### src/rtl/and_chain_pkg.sv
// and_chain_pkg: shared definitions for the AND-chain BIST slice.
//   state_e   - sequencer states (IDLE, APPLY, SETTLE, CHECK, DONE)
//   N_VEC     - number of exhaustive input vectors (16)
//   VEC_W     - width of the chain input vector {d,c,b,a} (4)
//   exp_taps  - golden tap values {g,f,e} for a given vector
package and_chain_pkg;

    typedef enum logic [2:0] {
        IDLE   = 3'd0,
        APPLY  = 3'd1,
        SETTLE = 3'd2,
        CHECK  = 3'd3,
        DONE   = 3'd4
    } state_e;

    localparam int unsigned N_VEC = 16;
    localparam int unsigned VEC_W = 4;

    // vec = {d,c,b,a}; returns {g,f,e} with e=a&b, f=e&c, g=f&d
    function automatic logic [2:0] exp_taps(input logic [VEC_W-1:0] vec);
        logic e;
        logic f;
        logic g;
        e = vec[0] & vec[1];
        f = e & vec[2];
        g = f & vec[3];
        return {g, f, e};
    endfunction

endpackage

### src/rtl/and_chain_model.sv
// and_chain_model: combinational golden model of the 4-input AND chain.
// Ports:
//   vec  in  [3:0] chain inputs {d,c,b,a}
//   taps out [2:0] expected taps {g,f,e}
module and_chain_model
    import and_chain_pkg::*;
(
    input  logic [VEC_W-1:0] vec,
    output logic [2:0]       taps
);

    assign taps = exp_taps(vec);

endmodule

### src/rtl/and_chain_tester.sv
// and_chain_tester: BIST sequencer for the 4-input AND-chain cell.
// Walks vectors 0..15 through the chain, holds each for SETTLE_CYCLES,
// compares taps e/f/g against the golden model and counts vectors with
// any mismatch (saturating).
// Ports:
//   clk        in   system clock, rising edge
//   rst_n      in   asynchronous active-low reset
//   start      in   start / re-run request, honoured only in IDLE or DONE
//   vec_out    out  [3:0] {d,c,b,a} to the chain under test
//   tap_e/f/g  in   observed chain taps
//   busy       out  run in progress
//   done       out  run finished, results valid
//   pass       out  done with zero mismatches
//   err_count  out  [CNT_W-1:0] mismatching vector count
// Optional (macro FIRST_FAIL_CAPTURE_EN):
//   fail_vec   out  [3:0] vector of the first mismatch in the run
//   fail_taps  out  [2:0] observed {g,f,e} at that mismatch
//   fail_valid out  a mismatch has been captured
module and_chain_tester
    import and_chain_pkg::*;
#(
    parameter int SETTLE_CYCLES = 2,
    parameter int CNT_W         = 5
) (
    input  logic             clk,
    input  logic             rst_n,
    input  logic             start,
    output logic [3:0]       vec_out,
    input  logic             tap_e,
    input  logic             tap_f,
    input  logic             tap_g,
    output logic             busy,
    output logic             done,
    output logic             pass,
    output logic [CNT_W-1:0] err_count
`ifdef FIRST_FAIL_CAPTURE_EN
    ,
    output logic [3:0]       fail_vec,
    output logic [2:0]       fail_taps,
    output logic             fail_valid
`endif
);

    localparam logic [3:0] SETTLE_LOAD = 4'(SETTLE_CYCLES - 1);
    localparam logic [3:0] LAST_VEC    = 4'(N_VEC - 1);

    state_e     state;
    logic [3:0] vec_idx;
    logic [3:0] settle_cnt;
    logic [2:0] exp_t;
    logic [2:0] obs_t;
    logic       mismatch;

    and_chain_model u_model (
        .vec  (vec_idx),
        .taps (exp_t)
    );

    // vec_idx is loaded on entry to APPLY, so the chain sees the vector
    // for the whole APPLY/SETTLE/CHECK window.
    assign vec_out  = vec_idx;
    assign obs_t    = {tap_g, tap_f, tap_e};
    assign mismatch = (obs_t != exp_t);

    assign busy = (state == APPLY) || (state == SETTLE) || (state == CHECK);
    assign done = (state == DONE);
    assign pass = done && (err_count == '0);

    always_ff @(posedge clk or negedge rst_n) begin
        if (!rst_n) begin
            state      <= IDLE;
            vec_idx    <= '0;
            settle_cnt <= '0;
            err_count  <= '0;
`ifdef FIRST_FAIL_CAPTURE_EN
            fail_vec   <= '0;
            fail_taps  <= '0;
            fail_valid <= 1'b0;
`endif
        end else begin
            case (state)
                IDLE, DONE: begin
                    if (start) begin
                        state     <= APPLY;
                        vec_idx   <= '0;
                        err_count <= '0;
`ifdef FIRST_FAIL_CAPTURE_EN
                        fail_vec   <= '0;
                        fail_taps  <= '0;
                        fail_valid <= 1'b0;
`endif
                    end
                end
                APPLY: begin
                    settle_cnt <= SETTLE_LOAD;
                    state      <= SETTLE;
                end
                SETTLE: begin
                    if (settle_cnt == '0) begin
                        state <= CHECK;
                    end else begin
                        settle_cnt <= settle_cnt - 4'd1;
                    end
                end
                CHECK: begin
                    if (mismatch) begin
                        if (err_count != '1) begin
                            err_count <= err_count + 1'b1;
                        end
`ifdef FIRST_FAIL_CAPTURE_EN
                        if (!fail_valid) begin
                            fail_vec   <= vec_idx;
                            fail_taps  <= obs_t;
                            fail_valid <= 1'b1;
                        end
`endif
                    end
                    if (vec_idx == LAST_VEC) begin
                        state <= DONE;
                    end else begin
                        vec_idx <= vec_idx + 4'd1;
                        state   <= APPLY;
                    end
                end
                default: state <= IDLE;
            endcase
        end
    end

endmodule

### config.mk
export PLATFORM = sky130hd
export DESIGN_NAME = and_chain_tester
export DESIGN_NICKNAME = d
export VERILOG_FILES = /design/src/rtl/and_chain_pkg.sv /design/src/rtl/and_chain_model.sv /design/src/rtl/and_chain_tester.sv
export SDC_FILE = /design/constraint.sdc
export NUM_CORES = 1
export LEC_CHECK = 0
export ABC_AREA = 1
export CAP_MARGIN = 15
export CELL_PAD_IN_SITES_DETAIL_PLACEMENT = 0
export CELL_PAD_IN_SITES_GLOBAL_PLACEMENT = 2
export CORE_UTILIZATION = 26
export DETAILED_ROUTE_END_ITERATION = 16
export MAX_ROUTING_LAYER = met4
export PLACE_DENSITY_LB_ADDON = 0.1
export SYNTH_ARGS = -nofsm -noshare
export SYNTH_HDL_FRONTEND = slang
export SYNTH_HIERARCHICAL = 1
export SYNTH_SLANG_ARGS = --single-unit
### constraint.sdc
create_clock -name clk -period 1.4 [get_ports clk]
set_clock_uncertainty 0.05 [all_clocks]
set_input_delay 0.28 -clock clk [delete_from_list [all_inputs] [get_ports clk]]
set_output_delay 0.28 -clock clk [all_outputs]
set_load 0.01 [all_outputs]
==> qor.yml, run 1 <==
r2r_end: "err_count[0]$_DFFE_PN0P_"
nets: 205
grt_pass1_vias: 1014
ir_worst_vdd_mv: 0.734
slowest_delay_ns: 0.40
cts-root-buf: "clkbuf_8"
port_buffers: 17
start_util_pct: 27.4
cp_num_buf_inv: 2
dpl_cell_area_um2: 1430
fin_crit_sh_pct: 107
ys_warn_count: 6
synth_cells: 138
path_class: "reg -> out"
syn_avg_cell_area_um2: 7.33
slew_headroom_pct: 84.7
grt.overflow.total: 0
yosys_register_bits: 16
cts_num_sinks: 16
reg2reg_from: "err_count[0]$_DFFE_PN0P_"
synth_area_um2: 1010
final_core_util_pct: 45.4
required_ns: 1.07
cpLargestDelayFamily: "flip-flops"
power_mw: 2.92
ios: 18
cts_tree: "yes"
hold_path.class: "in -> async"
ant_nets: 0
dpl.hpwl_mm: 1.90
start_kind: "flop"
post-place-ws_ns: -0.251
insertion_delay_ns: 0.25
avgViaCountPerCell: 4.43
path_max_fanout: 2
setup_ws_ns: -0.0983
track_usage_pct: 14.3
diodes: 0
reg2reg_slack_ns: -0.08
crit_path_top_delay_cell: "dfrtp_2"
min_period_ns: 1.50
fin_area_um2: 1670
grt_pass1_wl_mm: 4.39
clk_pin_slew_worst_paths_ns: 0.06
timing.hold.ws_ns: 0.310
cp-startpoint: "err_count[0]$_DFFE_PN0P_"
maxCapViolCount: 0
drt_iter0_drc: 70
drt-pass1-iter-count: 4
slew_viol_final: 0
grt_start_max_net_pins: 17
synthesis.nets: 149
dieArea_um2: 4150
p_leak_nw: 0.848
fin_tns_setup_ns: -0.427
drc: 0
clockBufferDepth: 2
cp_cell_sequence: "inv_1, ha_1, nand2_1, nor3_2, buf_2"
coreArea_um2: 3690
htreeDepth: 1
via_count: 1063
rsz0062_at_grt: "true"
antenna_found_initial: 0
cts_buffers: 3
hold_viol: 0
gp_congestion: 0.794
reg2regPathDepth: 10
drt-total-wl_mm: 2.68
cts_hold_buffers: 0
crit_cells: 5
avgRoutedWirePerCell_um: 11.2
fmax_mhz: 667
power-per-cell-area_nw_per_um2: 1750
crit_end: "pass"
num_rows: 22
die_h_um: 64.4
instances_no_fill: 240
ys_seq_area_share_pct: 39.6
worstMarginPinSlew_ns: 0.228
setup_viol: 7
die_w_um: 64.4
place_inst: 225
endpoint_kind: "output port"
critical_path_arrival_ns: 1.17
area_delta_synth_final_pct: 65.4
outcome: "finished, violations left"
yosysUniqueCellTypes: 21
violations: "setup timing"
layout-drive-gt1-share_pct: 43.8
## per-layer routing
metal / GRT usage, % / part of all wire, %
met2: 24.5 / 54
met5: - / 0
met4: 5.83 / 1.5
met3: 2.14 / 2.4
met1: 16.7 / 42
## cell usage in the layout, fill, tap and decap left out, types with 2 or more instances in the layout
cell,count
inv_1,21
nand2_1,26
nand4_1,3
ha_1,2
buf_2,3
clkdlybuf4s15_1,4
inv_2,3
o21ai_1,3
dfrtp_2,3
nand3_2,3
buf_4,29
a21oi_1,3
dlygate4sd2_1,3
nand2_4,5
ha_2,2
o21ai_2,3
nand3_1,14
clkdlybuf4s50_1,5
dfrtp_1,13
nor2_1,5
nor2_2,5
nand2_2,10
buf_6,6
o21ai_0,2
clkbuf_8,3
## cell usage after synthesis (all sizes together)
cell type / number / share of area (%)
nand3: 18 / 11
nand2: 41 / 16
ha: 5 / 6.2
or2: 1 / 0.87
nand4: 3 / 1.9
nor2: 11 / 4.3
dfrtp: 16 / 40
inv: 25 / 9.3
a21oi: 4 / 2.0
xnor2: 1 / 0.87
nor3b: 1 / 0.74
a31oi: 1 / 0.62
nor3: 2 / 2.1
o21ai: 8 / 4.0
xor2: 1 / 0.87
## sequential cells by signal, summed over array words and instances (netlist names)
| register | count |
|---|---|
| state | 3 |
| vec_out | 4 |
| err_count | 5 |
| settle_cnt | 4 |
## timing repair
item / in CTS / in global routing
pin swaps: 7 / 10
gates cloned: 0 / 0
gates resized for setup: 41 / 36
setup endpoints to repair: 18 / 20
setup buffers: 8 / 4
## final cells by class
type / instances / area, µm²
repair buffers: 51 / 437
multi-input cells: 97 / 636
clock buffers: 3 / 41.3
flip-flops and latches: 16 / 404
fillers: 382 / 2010
inverters: 25 / 96.3
well taps: 48 / 60.1
## worst min path at each step
stage / to / start / depth (start not counted)
2_1_floorplan: err_count[0]$_DFFE_PN0P_ / rst_n / 0
4_1_cts: err_count[2]$_DFFE_PN0P_ / rst_n / 2
3_5_place_dp: settle_cnt[3]$_DFFE_PN0P_ / settle_cnt[3]$_DFFE_PN0P_ / 2
6_report: err_count[2]$_DFFE_PN0P_ / rst_n / 2
3_3_place_gp: settle_cnt[3]$_DFFE_PN0P_ / settle_cnt[3]$_DFFE_PN0P_ / 2
5_1_grt: err_count[2]$_DFFE_PN0P_ / rst_n / 2
## where the power goes
part	switching, mW	leakage, nW	internal (mW)
sequential	0.0819	0.208	0.609
combinational	1.00	0.619	0.874
clock	0.162	0.0216	0.191
total	1.25	0.848	1.67
## cell families after synthesis
group	share of synthesized area, %
compound gates	6.55
simple gates	36.7
flops	39.6
fa+ha+maj	6.18
buf+inv	9.27
xor+xnor	1.73
No activity file was read; power rests on OpenSTA's default activity.
==> inputs of run 2 (changes only) <==
Settings changed: GPL_TIMING_DRIVEN from default to 0.
==> run 2 against run 1 <==
  * Hold slack gained 0.12 ns
  * Critical path type unchanged
  * The flow still finishes with violations (setup timing)
  * First-iteration DRC count fell by 81%
  * Routed wire length is 3.2% lower
  * Critical endpoint unchanged
  * Power down 6.9%
  * Highest routed layer unchanged
  * Clock-buffer cell count did not move
  * Register-to-register slack improved by 0.03 ns
  * Fmax down 0.44%
==> qor.yml, run 2 (synthesized netlist as in run 1, its figures left out) <==
port_buffers: 17
via_count: 1010
drc: 0
instances_no_fill: 227
crit_path_top_delay_cell: "dfrtp_2"
final_common_cell: "nand2_1"
nets: 192
slew_viol_final: 0
cp_cell_sequence: "inv_1, ha_1, nand2_1, nor3_2, buf_2"
start_kind: "flop"
grt_util_met2_pct: 24.1
layout_common_cells: "nand2_1, inv_1, buf_4, nand3_1, dfrtp_1"
power.share.sequential_pct: 27.0
grt_use_met3_pct: 2.68
rsz0062_at_grt: "true"
path_class: "reg -> out"
clk_pin_slew_worst_paths_ns: 0.06
die_w_um: 64.4
hold_viol: 0
slew_headroom_pct: 50.1
drt_iter0_drc: 13
diodes: 0
cts_num_sinks: 16
clockBufferDepth: 2
layout-drive-gt1-share_pct: 39.7
sw_frac_of_total_pct: 43.8
place_inst: 203
fin_area_um2: 1520
area_delta_synth_final_pct: 50.6
cpLargestDelayFamily: "flip-flops"
cts_hold_buffers: 0
largest_register_ffs: 5
cts_buffers: 3
grtUsageMet1_pct: 15.5
outcome: "finished, violations left"
top_usage_layer: "met2"
p_int_mw: 1.53
setup_ws_ns: -0.105
cts-root-buf: "clkbuf_8"
grt_pass1_vias: 934
ir_worst_vdd_mv: 0.601
violations: "setup timing"
fmax_mhz: 664
largest_register: "err_count"
cts_tree: "yes"
die_h_um: 64.4
insertion_delay_ns: 0.25
hold_path.class: "in -> async"
maxCapViolCount: 0
ant_nets: 0
grt_start_max_net_pins: 17
grt_pass1_wl_mm: 4.15
power_frac_clock_pct: 12.7
critical_path_arrival_ns: 1.17
dpl.hpwl_mm: 1.68
grt.overflow.total: 0
dpl_cell_area_um2: 1250
p_leak_nw: 0.766
cp_num_buf_inv: 2
num_rows: 22
drt-pass1-iter-count: 4
avgViaCountPerCell: 4.45
power-per-cell-area_nw_per_um2: 1790
coreArea_um2: 3690
setup_viol: 6
dieArea_um2: 4150
p_comb_share_pct: 60.3
antenna_found_initial: 0
ios: 18
fill_cells: 388
drt-total-wl_mm: 2.59
fin_crit_sh_pct: 107
p_switching_mw: 1.19
post-place-ws_ns: -0.499
track_usage_pct: 13.8
worstMarginPinSlew_ns: 0.747
start_util_pct: 27.4
htreeDepth: 1
path_max_fanout: 4
required_ns: 1.07
avgRoutedWirePerCell_um: 11.4
slowest_delay_ns: 0.43
gp_congestion: 0.728
min_period_ns: 1.50
endpoint_kind: "output port"
## run 2: cell count changes in the layout (fill, tap and decap cells not counted), moves of 4 or more
| cell | change |
|---|---|
| clkdlybuf4s15_1 | -4 |
| buf_4 | -8 |
| dfrtp_2 | +4 |
| dfrtp_1 | -4 |
| buf_6 | -4 |
## run 2: power groups by stage
| stage | clock network [mW] | logic [mW] | registers [mW] |
|---|---|---|---|
| finish | 0.345 | 1.64 | 0.736 |
| global route | 0.378 | 1.82 | 0.759 |
| CTS | 0.360 | 1.40 | 0.726 |
| floorplan | 0 | 0.708 | 0.782 |
| global placement | 0 | 1.06 | 0.791 |
| detailed placement | 0 | 1.07 | 0.799 |
## run 2: area by class of cell
class | instances | area [µm²] | area share, %
multi-input cells | 97 | 621 | 40.7
flip-flops and latches | 16 | 409 | 26.8
repair buffers | 38 | 299 | 19.6
inverters | 25 | 93.8 | 6.16
well taps | 48 | 60.1 | 3.94
clock buffers | 3 | 41.3 | 2.71
## run 2: metal layers
metal,up-vias,routed length [µm]
li1,523,-
met1,476,1160
met2,9,1340
met3,2,73
met4,0,14
met5,-,0
## run 2: path summary, 6_finish.rpt
kind | from | endpoint | slack (ns) | depth (start not counted)
min in group clk | vec_out[1]$_DFFE_PN0P_ | vec_out[1]$_DFFE_PN0P_ | 0.50 | 2
max in group asynchronous | rst_n | err_count[0]$_DFFE_PN0P_ | 0.36 | 1
setup / recovery | err_count[0]$_DFFE_PN0P_ | pass | -0.10 | 5
hold / removal | rst_n | err_count[4]$_DFFE_PN0P_ | 0.42 | 1
hold reg to reg | vec_out[1]$_DFFE_PN0P_ | vec_out[1]$_DFFE_PN0P_ | 0.50 | 2
setup reg to reg | err_count[0]$_DFFE_PN0P_ | err_count[2]$_DFFE_PN0P_ | -0.05 | 9
## run 2: what timing repair did
item                       in CTS  in global routing
pin swaps                       5                  7
cloned                          0                  0
setup endpoints to repair      21                 18
resized for setup              38                 29
buffers inserted               16                  5
## run 2: through the flow
stage	hold WS [ns]	util, %	TNS [ns]	power [mW]
6_report	0.425	41.3	-0.295	2.72
4_1_cts	0.455	38.6	-0.656	2.49
2_1_floorplan	-0.0656	-	-0.00112	1.49
5_1_grt	0.503	41.3	-1.23	2.96
3_3_place_gp	0.485	33.9	-1.87	1.85
3_5_place_dp	0.506	33.9	-1.93	1.87
==> inputs of run 3 (changes only) <==
Settings changed: CORE_UTILIZATION 26 to 31, DONT_BUFFER_PORTS from default to 1, SKIP_LAST_GASP from default to 1.
==> run 3 against run 2 <==
  * The run still ends with setup timing left
  * Combinational power is 25% lower
  * Global-route usage up 0.34 points
  * Die area is 16% lower
  * Critical endpoint unchanged
  * Highest routed layer unchanged
==> qor.yml, run 3 (synthesized netlist as in run 1, its figures left out) <==
outcome: "finished, violations left"
violations: "setup timing"
track_usage_pct: 14.1
min_period_ns: 1.54
worstMarginPinSlew_ns: 0.748
fin_crit_sh_pct: 110
power-per-cell-area_nw_per_um2: 1850
power_frac_clock_pct: 13.5
sw_frac_of_total_pct: 46.0
start_util_pct: 32.9
cts_buffers: 3
cts_num_sinks: 16
cts_tree: "yes"
avgViaCountPerCell: 4.60
num_rows: 20
grt.overflow.total: 0
p_leak_nw: 0.604
maxCapViolCount: 0
port_buffers: 0
p_comb_share_pct: 51.7
grt_start_max_net_pins: 17
critical_path_arrival_ns: 1.21
hold_path.class: "in -> reg"
grt_pass1_vias: 758
coreArea_um2: 3080
largest_register_ffs: 5
rsz0062_at_grt: "true"
start_kind: "flop"
nets: 162
slew_headroom_pct: 50.0
gp_congestion: 0.741
path_class: "reg -> out"
drt-pass1-iter-count: 4
via_count: 893
dpl_cell_area_um2: 1070
power.share.sequential_pct: 34.8
area_delta_synth_final_pct: 27.4
die_w_um: 59.1
crit_path_top_delay_cell: "dfrtp_2"
setup_viol: 7
clockBufferDepth: 2
drt_iter0_drc: 26
p_switching_mw: 1.10
cts-root-buf: "clkbuf_4"
cp_cell_sequence: "inv_2, ha_4, nand2_2, nor3_4"
grt_pass1_wl_mm: 3.51
ios: 18
die_h_um: 59.1
endpoint_kind: "output port"
htreeDepth: 1
slowest_delay_ns: 0.50
ir_worst_vdd_mv: 0.790
setup_ws_ns: -0.139
largest_register: "err_count"
instances_no_fill: 194
insertion_delay_ns: 0.29
clk_pin_slew_worst_paths_ns: 0.11
antenna_found_initial: 0
p_int_mw: 1.29
drt-total-wl_mm: 2.18
fin_area_um2: 1290
layout-drive-gt1-share_pct: 31.3
path_max_fanout: 6
hold_viol: 0
drc: 0
ant_nets: 0
avgRoutedWirePerCell_um: 11.2
layout_common_cells: "nand2_1, inv_1, nand3_1, dfrtp_2, dfrtp_1"
required_ns: 1.07
final_common_cell: "nand2_1"
dpl.hpwl_mm: 1.55
diodes: 0
place_inst: 182
fmax_mhz: 650
slew_viol_final: 0
dieArea_um2: 3500
==> run 3: power groups by stage <==
stage,registers (mW),clock network [mW],logic [mW]
finish,0.831,0.323,1.23
global route,0.856,0.361,1.40
CTS,0.822,0.334,1.08
detailed placement,0.824,0,0.868
global placement,0.819,0,0.869
floorplan,0.782,0,0.708
==> run 3: worst max-delay path: cells and delay by family (launching register included) <==
kind	cells	cell delay (ns)
fa+ha+maj	1	0.12
flops	1	0.50
simple gates	2	0.21
buf+inv	1	0.09
==> run 3: path summary, 6_finish.rpt <==
path	slack (ns)	depth (start not counted)	startpoint	end
setup / recovery	-0.14	4	err_count[0]$_DFFE_PN0P_	pass
hold / removal	0.11	3	start	state[2]$_DFFE_PN0P_
setup reg to reg	-0.13	9	err_count[0]$_DFFE_PN0P_	err_count[2]$_DFFE_PN0P_
hold reg to reg	0.51	2	settle_cnt[3]$_DFFE_PN0P_	settle_cnt[3]$_DFFE_PN0P_
max in group asynchronous	0.35	1	rst_n	vec_out[2]$_DFFE_PN0P_
min in group asynchronous	0.43	1	rst_n	state[0]$_DFFE_PN0P_
==> run 3: repair_timing <==
item / in CTS / in global routing
hold buffers: 1 / 0
pin swaps: 8 / 10
buffers inserted: 3 / 4
setup endpoints to repair: 14 / 17
gates resized for setup: 19 / 17
gates cloned: 0 / 0
endpoints found under the hold margin: 16 / 0
==> run 3: area by class of cell <==
| type | count | area (µm²) |
|---|---|---|
| Fill cell | 314 | 1790 |
| Multi-Input combinational cell | 97 | 626 |
| Sequential cell | 16 | 410 |
| Inverter | 25 | 96.3 |
| Timing Repair Buffer | 8 | 66.3 |
| Tap cell | 44 | 55.1 |
| Clock buffer | 4 | 36.3 |
==> run 3: stage by stage <==
step / setup TNS [ns] / setup slack, ns / hold WS (ns) / power (mW) / utilization (%)
floorplan: -0.00112 / -0.00101 / -0.0656 / 1.49 / -
global placement: -1.41 / -0.176 / -0.0651 / 1.69 / 34.9
detailed placement: -1.47 / -0.172 / -0.0651 / 1.69 / 34.9
CTS: -0.989 / -0.186 / 0.172 / 2.24 / 39.3
global route: -1.86 / -0.233 / 0.121 / 2.61 / 41.9
finish: -0.770 / -0.139 / 0.113 / 2.39 / 41.9
==> run 3: per-layer routing <==
layer	GRT usage (%)	wire, µm	part of all wire, %	vias to the layer above
li1	-	-	-	468
met2	19.2	965	44	18
met5	-	0	0	-
met4	6.12	38	1.7	0
met3	3.71	62	2.8	6
met1	19.6	1120	51	401
